<file path="config.mk">
export PLATFORM = sky130hd
export DESIGN_NAME = diff_freq_serial_out
export DESIGN_NICKNAME = d
export VERILOG_FILES = /design/src/rtl/diff_freq_serial_out.sv
export SDC_FILE = /design/constraint.sdc
export NUM_CORES = 1
export LEC_CHECK = 0
export ABC_AREA = 1
export BUFFER_PORTS_ARGS = -buffer_cell sky130_fd_sc_hd__buf_2
export CAP_MARGIN = 30
export CORE_AREA = 2 2 74 76
export CTS_CLUSTER_DIAMETER = 60
export DETAILED_ROUTE_END_ITERATION = 10
export DIE_AREA = 0 0 76 78
export PLACE_DENSITY_LB_ADDON = 0.12
export SETUP_SLACK_MARGIN = 0.3
export SLEW_MARGIN = 0
export SYNTH_ARGS = -nofsm -noshare
export SYNTH_HDL_FRONTEND = slang
export SYNTH_SLANG_ARGS = --single-unit
export TNS_END_PERCENT = 5
</file>
<file path="constraint.sdc">
create_clock -name clk -period 1.6 [get_ports clk]
set_input_delay 0.08 -clock clk [delete_from_list [all_inputs] [get_ports clk]]
set_output_delay 0.08 -clock clk [all_outputs]
set_load 0.03 [all_outputs]
</file>
<file path="src/rtl/diff_freq_serial_out.sv">
// Serial frame transmitter with selectable 10 kHz / 20 kHz bit rate and idle-level policy.
// Define MSB_FIRST_EN to send bit DATA_BIT-1 first; default build sends bit 0 first.
module diff_freq_serial_out #(
   parameter int DATA_BIT    = 8,
   parameter int TICK_10K_HZ = 1000,
   parameter int TICK_20K_HZ = 500
) (
   input  logic                clk,
   input  logic                rst_n,
   input  logic                i_sel_freq,
   input  logic                i_start,
   input  logic                i_stop,
   input  logic [1:0]          i_idle_mode,
   input  logic [DATA_BIT-1:0] i_data,
   output logic                o_data,
   output logic                o_done_tick
);

   localparam int TICK_MAX = (TICK_10K_HZ > TICK_20K_HZ) ? TICK_10K_HZ : TICK_20K_HZ;
   localparam int CW       = (TICK_MAX > 1) ? $clog2(TICK_MAX) : 1;
   localparam int BW       = (DATA_BIT > 1) ? $clog2(DATA_BIT) : 1;

   localparam logic [1:0] IDLE_LOW    = 2'b00;
   localparam logic [1:0] IDLE_HIGH   = 2'b01;
   localparam logic [1:0] IDLE_KEEP   = 2'b10;
   localparam logic [1:0] IDLE_REPEAT = 2'b11;

   typedef enum logic {
      ST_IDLE = 1'b0,
      ST_SEND = 1'b1
   } state_t;

   state_t                state_r;
   logic [DATA_BIT-1:0]   data_r;
   logic                  sel_r;
   logic [1:0]            mode_r;
   logic [CW-1:0]         tick_cnt_r;
   logic [BW-1:0]         bit_idx_r;

   logic [CW-1:0]         tick_lim_s;
   logic                  last_tick_s;
   logic                  last_bit_s;
   logic [BW-1:0]         next_idx_s;
   logic                  next_bit_s;
   logic                  first_bit_s;
   logic                  idle_level_s;

   // idx counts transmission order; map it onto the payload bit actually sent
   function automatic logic bit_at(input logic [DATA_BIT-1:0] word, input logic [BW-1:0] idx);
`ifdef MSB_FIRST_EN
      bit_at = word[BW'(DATA_BIT - 1) - idx];
`else
      bit_at = word[idx];
`endif
   endfunction

   // Bit-period limit, end-of-bit/end-of-frame detection and next output values
   always_comb begin
      tick_lim_s   = sel_r ? CW'(TICK_20K_HZ - 1) : CW'(TICK_10K_HZ - 1);
      last_tick_s  = (tick_cnt_r == tick_lim_s);
      last_bit_s   = (bit_idx_r == BW'(DATA_BIT - 1));
      if (last_bit_s) begin
         next_idx_s = {BW{1'b0}};
      end else begin
         next_idx_s = bit_idx_r + BW'(1);
      end
      next_bit_s   = bit_at(data_r, next_idx_s);
      first_bit_s  = bit_at(data_r, {BW{1'b0}});
      case (mode_r)
         IDLE_LOW:  idle_level_s = 1'b0;
         IDLE_HIGH: idle_level_s = 1'b1;
         IDLE_KEEP: idle_level_s = bit_at(data_r, BW'(DATA_BIT - 1));
         default:   idle_level_s = 1'b0;
      endcase
   end

   // Transmit FSM with registered serial data and done pulse
   always_ff @(posedge clk) begin
      if (!rst_n) begin
         state_r     <= ST_IDLE;
         data_r      <= {DATA_BIT{1'b0}};
         sel_r       <= 1'b0;
         mode_r      <= 2'b00;
         tick_cnt_r  <= {CW{1'b0}};
         bit_idx_r   <= {BW{1'b0}};
         o_data      <= 1'b0;
         o_done_tick <= 1'b0;
      end else if (i_stop) begin
         state_r     <= ST_IDLE;
         tick_cnt_r  <= {CW{1'b0}};
         bit_idx_r   <= {BW{1'b0}};
         o_data      <= 1'b0;
         o_done_tick <= 1'b0;
      end else begin
         o_done_tick <= 1'b0;
         case (state_r)
            ST_IDLE: begin
               if (i_start) begin
                  state_r    <= ST_SEND;
                  data_r     <= i_data;
                  sel_r      <= i_sel_freq;
                  mode_r     <= i_idle_mode;
                  tick_cnt_r <= {CW{1'b0}};
                  bit_idx_r  <= {BW{1'b0}};
                  o_data     <= bit_at(i_data, {BW{1'b0}});
               end else begin
                  o_data     <= o_data;
               end
            end
            ST_SEND: begin
               if (!last_tick_s) begin
                  tick_cnt_r <= tick_cnt_r + CW'(1);
               end else begin
                  tick_cnt_r <= {CW{1'b0}};
                  bit_idx_r  <= next_idx_s;
                  if (!last_bit_s) begin
                     o_data <= next_bit_s;
                  end else begin
                     o_done_tick <= 1'b1;
                     // REPEAT restarts the same word on the very edge that ends it
                     if (mode_r == IDLE_REPEAT) begin
                        o_data <= first_bit_s;
                     end else begin
                        state_r <= ST_IDLE;
                        o_data  <= idle_level_s;
                     end
                  end
               end
            end
            default: begin
               state_r    <= ST_IDLE;
               tick_cnt_r <= {CW{1'b0}};
               bit_idx_r  <= {BW{1'b0}};
               o_data     <= 1'b0;
            end
         endcase
      end
   end

endmodule

</file>
; After elaboration in Yosys (flattened, before gate mapping)
; Cells that the tools add are included.
[totals]
ff_bits = 27
inputBits = 15
output_inout_bits = 2
[classes]
addsub = 2
order_cmp = 1
eq_ne = 7
mux = 22
bitwise_logic = 4
reduce_logical = 4
[op_table]
columns = cell, count
row1 = $mux W10, 3
row2 = $pmux W10 S2, 1
row3 = $add A10 B1 Y10 const B, 1
row4 = $eq A10 B10 Y1, 1
row5 = $mux W1, 10
row6 = $mux W3, 3
row7 = $pmux W1 S2, 3
row8 = $pmux W3 S2, 1
row9 = $eq A2 B2 Y1 const B, 2
row10 = $lt A3 B4 Y1 const B, 1
row11 = $not A1 Y1, 4
row12 = $reduce_or A4 Y1, 1
row13 = $add A3 B1 Y3 const B, 1
row14 = $bmux W1 S3, 1
row15 = $eq A3 B3 Y1 const B, 1
row16 = $reduce_and A3 Y1, 1
row17 = $eq A2 B1 Y1 const B, 1
row18 = $ne A2 B1 Y1 const B, 1
row19 = $ne A2 B2 Y1 const B, 1
row20 = $reduce_and A2 Y1, 1
row21 = $reduce_or A2 Y1, 1

; Longest topological paths before layout
[depth]
word_depth = 7
depth_mapped = 10
mapped_depth_nobuf = 10

; Worst setup path after synthesis
; Ideal clock, no wire load.
[synth_path]
path_type = reg2reg
startpoint = register bit_idx_r[0]
endpoint = register o_data
setup_time_ps = 110
arrival_time_ps = 1290
path_slack_ps = 200
stages_incl_launch_ff = 11
path_buffers = 0
synth_period_minus_slack_ps = 1400
path_cell_list = dfxtp_1 > ha_1 > ha_1 > inv_1 > nand3_1 > nand3_1 > nand3_1 > nand2_1 > nand2_1 > inv_1 > nor2_1
[synth_via]
elab_chain_len = 7
[synth_lines]
columns = item, line
row1 = start: declaration, 38  ; logic [BW-1:0] bit_idx_r;
row2 = start signal: assignment, 85  ; bit_idx_r <= {BW{1'b0}};
row3 = start signal: assignment, 91  ; bit_idx_r <= {BW{1'b0}};
row4 = start signal: assignment, 104  ; bit_idx_r <= {BW{1'b0}};
row5 = $add A3 B1 Y3 or $eq A3 B3 Y1 (tied branches), "65, 61"
row6 = $mux W3, 62  ; if (last_bit_s) begin
row7 = $bmux W1 S3, 53  ; bit_at = word[idx];
row8 = $mux W1 (not written as such), 53
row9 = $mux W1 *, 116  ; if (!last_bit_s) begin
row10 = $mux W1 *, 111  ; if (!last_tick_s) begin
row11 = $pmux W1 S2 *, 96  ; case (state_r)
row12 = end signal: assignment, 105  ; o_data <= bit_at(i_data, {BW{1'b0}});
row13 = end signal: assignment, 117  ; o_data <= next_bit_s;
row14 = end signal: assignment, 122  ; o_data <= first_bit_s;
row15 = end: declaration, 15  ; output logic o_data,
; Mark *: on every way between the ends. The rest lies on a longest branch, timed or not. The select of a mux whose other input is x is not followed.
; A chain may end at the register's enable or synchronous reset.

; Worst setup path in the final report
; Same ends and word-level chain as after synthesis.

==> PnR_summary.wiki <==
{| class="wikitable"
! Metric !! Value
|-
| Status || finished clean
|-
| DRC violation total after the first TritonRoute iteration || 43
|-
| Tmin final || around 1.3 ns
|-
| Core area || 5040 um2
|-
| Number of hold-repair buffers added at the cts stage || 0
|-
| Number of search-and-repair iterations in the first detailed-routing pass || 4
|-
| CP bufs+invs || 1
|-
| Number of logic stages on the critical path including buffering || 9
|-
| Final core area utilization || a little over a third
|-
| Via count of the first global-routing pass || 1394
|-
| Total Negative Setup Slacks || 0 ns
|-
| Setup repair after global routing missed its margin || true
|-
| Critical path launch point type || flop
|-
| Die Wd || around 76 um
|-
| Mapped cell area || ~1500 um2
|-
| Final Skew || between 0.004 and 0.005 ns
|-
| Top cells by area in the synthesized netlist || sky130_fd_sc_hd__dfxtp_1 (37%), sky130_fd_sc_hd__nand2_1 (9.4%), sky130_fd_sc_hd__nor2_1 (7.4%), sky130_fd_sc_hd__nand3_1 (6.1%), sky130_fd_sc_hd__o21ai_0 (6.1%)
|-
| Slack of the worst reg-to-reg path || about 0.27 ns
|-
| Total power divided by cell area || a little under 700 nW/um2
|-
| WL/cell || about 12 um
|-
| Total vias in the final route || around 1.4k
|-
| Fraction of layout cells with a size suffix above 1 || between 20% and 30%
|-
| Synth-to-Final Area Change || 24.3%
|-
| Post-DP HPWL || around 2600 um
|-
| Sinks on the clock net || 27
|-
| Number of placed I/O pins || 17
|-
| Crit-path most repeated cell || sky130_fd_sc_hd__nand3_1
|-
| Max stage delay cell, worst path || sky130_fd_sc_hd__dfxtp_4
|-
| Total number of placement rows || 26
|-
| Fraction of synthesized cell area taken by the top area cell type || between 30% and 40%
|-
| Number of buffers inserted by port buffering || 16
|-
| Yosys cell types || 24
|-
| Worst supply voltage drop on vdd || roughly 0.00038 V
|-
| Post-CTS clock slew at the launch and capture registers of the worst setup and hold paths || ~0.10 ns
|-
| Antenna viol nets, final || 0
|-
| Required time reported for the critical path endpoint || roughly 1.8 ns
|-
| CP delay by family, top || adder cells
|-
| Share of flip-flops with an asynchronous set or reset || 0%
|-
| Max-cap viol count || 0
|-
| Max Root-Sink Buffers || 2
|-
| Worst-path maximum fanout || 4
|-
| Leakage power summed over all cells || 0.000701 uW
|-
| Number of warnings reported in the yosys synthesis log || 0
|-
| Max Freq || about 750 MHz
|-
| Setup crit end kind || flop
|-
| Flip-flop and latch count after synthesis || 27
|-
| CTS tree || done
|-
| Worst path cell trace || ha_4 > ha_4 > nand3_1 > nand3_1 > nand3_1 > nand2_1 > nand2_1 > inv_1 > nor2_1
|-
| Starting utilization of the core area || 29.3%
|-
| Clock latency of the later-clocked register in the worst-skew pair || ~0.28 ns
|-
| Number of buffers added by the clock tree synthesis step || 3
|-
| Total global routing track utilization || 13.5%
|-
| Htree depth || 1
|-
| Final hold violation count || 0
|-
| Sequential area share after synthesis || a little over a third
|-
| Cell types with the highest counts after synthesis || sky130_fd_sc_hd__nand2_1 (37), sky130_fd_sc_hd__nor2_1 (29), sky130_fd_sc_hd__dfxtp_1 (27)
|-
| Remaining DRCs || 0
|-
| Net count of the mapped netlist || 230
|-
| Most frequent cell after synthesis || sky130_fd_sc_hd__nand2_1
|-
| Master cell of the clock root buffer || sky130_fd_sc_hd__clkbuf_8
|-
| Slowest stage delay, CP || around 0.37 ns
|-
| Min Hold Slack || between 0.009 and 0.01 ns
|-
| Crit path kind || flop to flop
|-
| Primary FF master, synth || sky130_fd_sc_hd__dfxtp_1
|-
| Synthesized instance count || 209
|-
| Mean cell area of the mapped netlist || between 7 and 8 um2
|-
| First-pass GRT wire length || between 6000 and 7000 um
|-
| Arrival time of the worst setup path || ~1.5 ns
|-
| Worst rel slew slack || a little under three quarters
|-
| Number of enable flip-flop cells after synthesis || 0
|-
| Final layout net count || 256
|-
| Via-to-Cell Ratio || around 4.6
|-
| Type of the most critical hold path || input pin to flop
|-
| Y dimension of the die || around 80 um
|-
| Number of cell instances on the worst register-to-register path || 9
|-
| Filler Cell Count || 583
|-
| Number of antenna violations at the first check in global routing || 0
|-
| Drt total wl || ~3700 um
|-
| Antenna Cells || 0
|-
| Post-synth top area cell || sky130_fd_sc_hd__dfxtp_1
|-
| GRT overflow || 0
|-
| Slew at the pin closest to its max-slew limit || approximately 0.43 ns
|-
| Hold depth || 3
|-
| Die outline area || between 5000 and 6000 um2
|-
| Routability Congestion || 0.756
|-
| Maximum number of pins on one net before global-route repair || 18
|-
| Fin. max-slew vios || 0
|-
| Final Setup Violations || 0
|-
| Portion of the clock cycle consumed by the worst path in the final layout || between 80% and 90%
|}
[state kept, by name (all words and copies together) (netlist names)]
| signal | flops |
|---|---|
| bit_idx_r | 3 |
| o_done_tick | 1 |
| data_r | 8 |
| state_r | 1 |
| tick_cnt_r | 10 |
| mode_r | 2 |
| sel_r | 1 |
| o_data | 1 |
[worst min-delay path, cell delays in order]
cell	delay (ns)
sky130_fd_sc_hd__buf_2	0.07
sky130_fd_sc_hd__nor2_1	0.03
sky130_fd_sc_hd__nor2_1	0.08
[timing repair]
action	CTS	global route
resized for setup	11	10
pin swaps	6	10
gates cloned	1	0
endpoints found under the setup margin	15	16
setup buffers	2	0
[where the power goes]
part | switching (uW) | internal (uW) | total, uW
clock network | 242 | 183 | 426
registers | 15.0 | 693 | 708
logic | 75.0 | 51.6 | 127
total | 332 | 928 | 1260
[stage by stage]
stage	cells	worst slack (ns)	power (uW)	cell area, um2
final	304	0.270	1260	1840
after global routing	304	0.173	1330	1840
after CTS	304	0.264	1280	1800
after detailed placement	297	0.177	845	1690
after global placement	297	0.208	847	1690
after floorplan	209	0.285	793	1490
[routing by layer]
| layer | vias to the layer above | wire length, um | global-route usage, % |
|---|---|---|---|
| met3 | 4 | 104 | 2.79 |
| met2 | 18 | 1820 | 24.6 |
| met4 | 0 | 22 | 2.18 |
| li1 | 747 | - | - |
| met5 | - | 0 | 0 |
| met1 | 623 | 1720 | 16.7 |
[path summary, 6_finish.rpt]
| check | endpoint | startpoint |
|---|---|---|
| setup / recovery | o_data | bit_idx_r[0] |
| hold / removal | data_r[1] | i_data[1] |
| setup reg to reg | o_data | bit_idx_r[0] |
| hold reg to reg | mode_r[0] | mode_r[0] |
[layout by cell type, fill, tap and decap left out, drive strengths merged]
cell,synthesis,routed
nand2,41,42
nor2,34,34
dfxtp,27,27
buf,4,26
inv,23,24
o21ai,18,18
nand3,18,18
a21oi,17,17
nand4,12,12
ha,6,6
clkbuf,2,3
o21bai,2,2
nor3,2,2
nand3b,2,2
o211ai,1,1
[final cells by class]
class,instances,area [um2],share of cell area [%]
Timing Repair Buffer,26,155,8.45
Sequential cell,27,549,29.9
Tap cell,70,87.6,4.77
Inverter,23,88.8,4.84
Multi-Input combinational cell,154,905,49.3
Clock buffer,3,41.3,2.25
Clock inverter,1,8.76,0.477
[logic make-up after synthesis]
group | synth area share (%)
AOI/OAI and AO/OA | 13.7
adders and majority gates | 5.08
buffers and inverters | 7.80
DFF | 36.6
and+or+nand+nor | 36.8
Power figures use the tool's default switching activity.
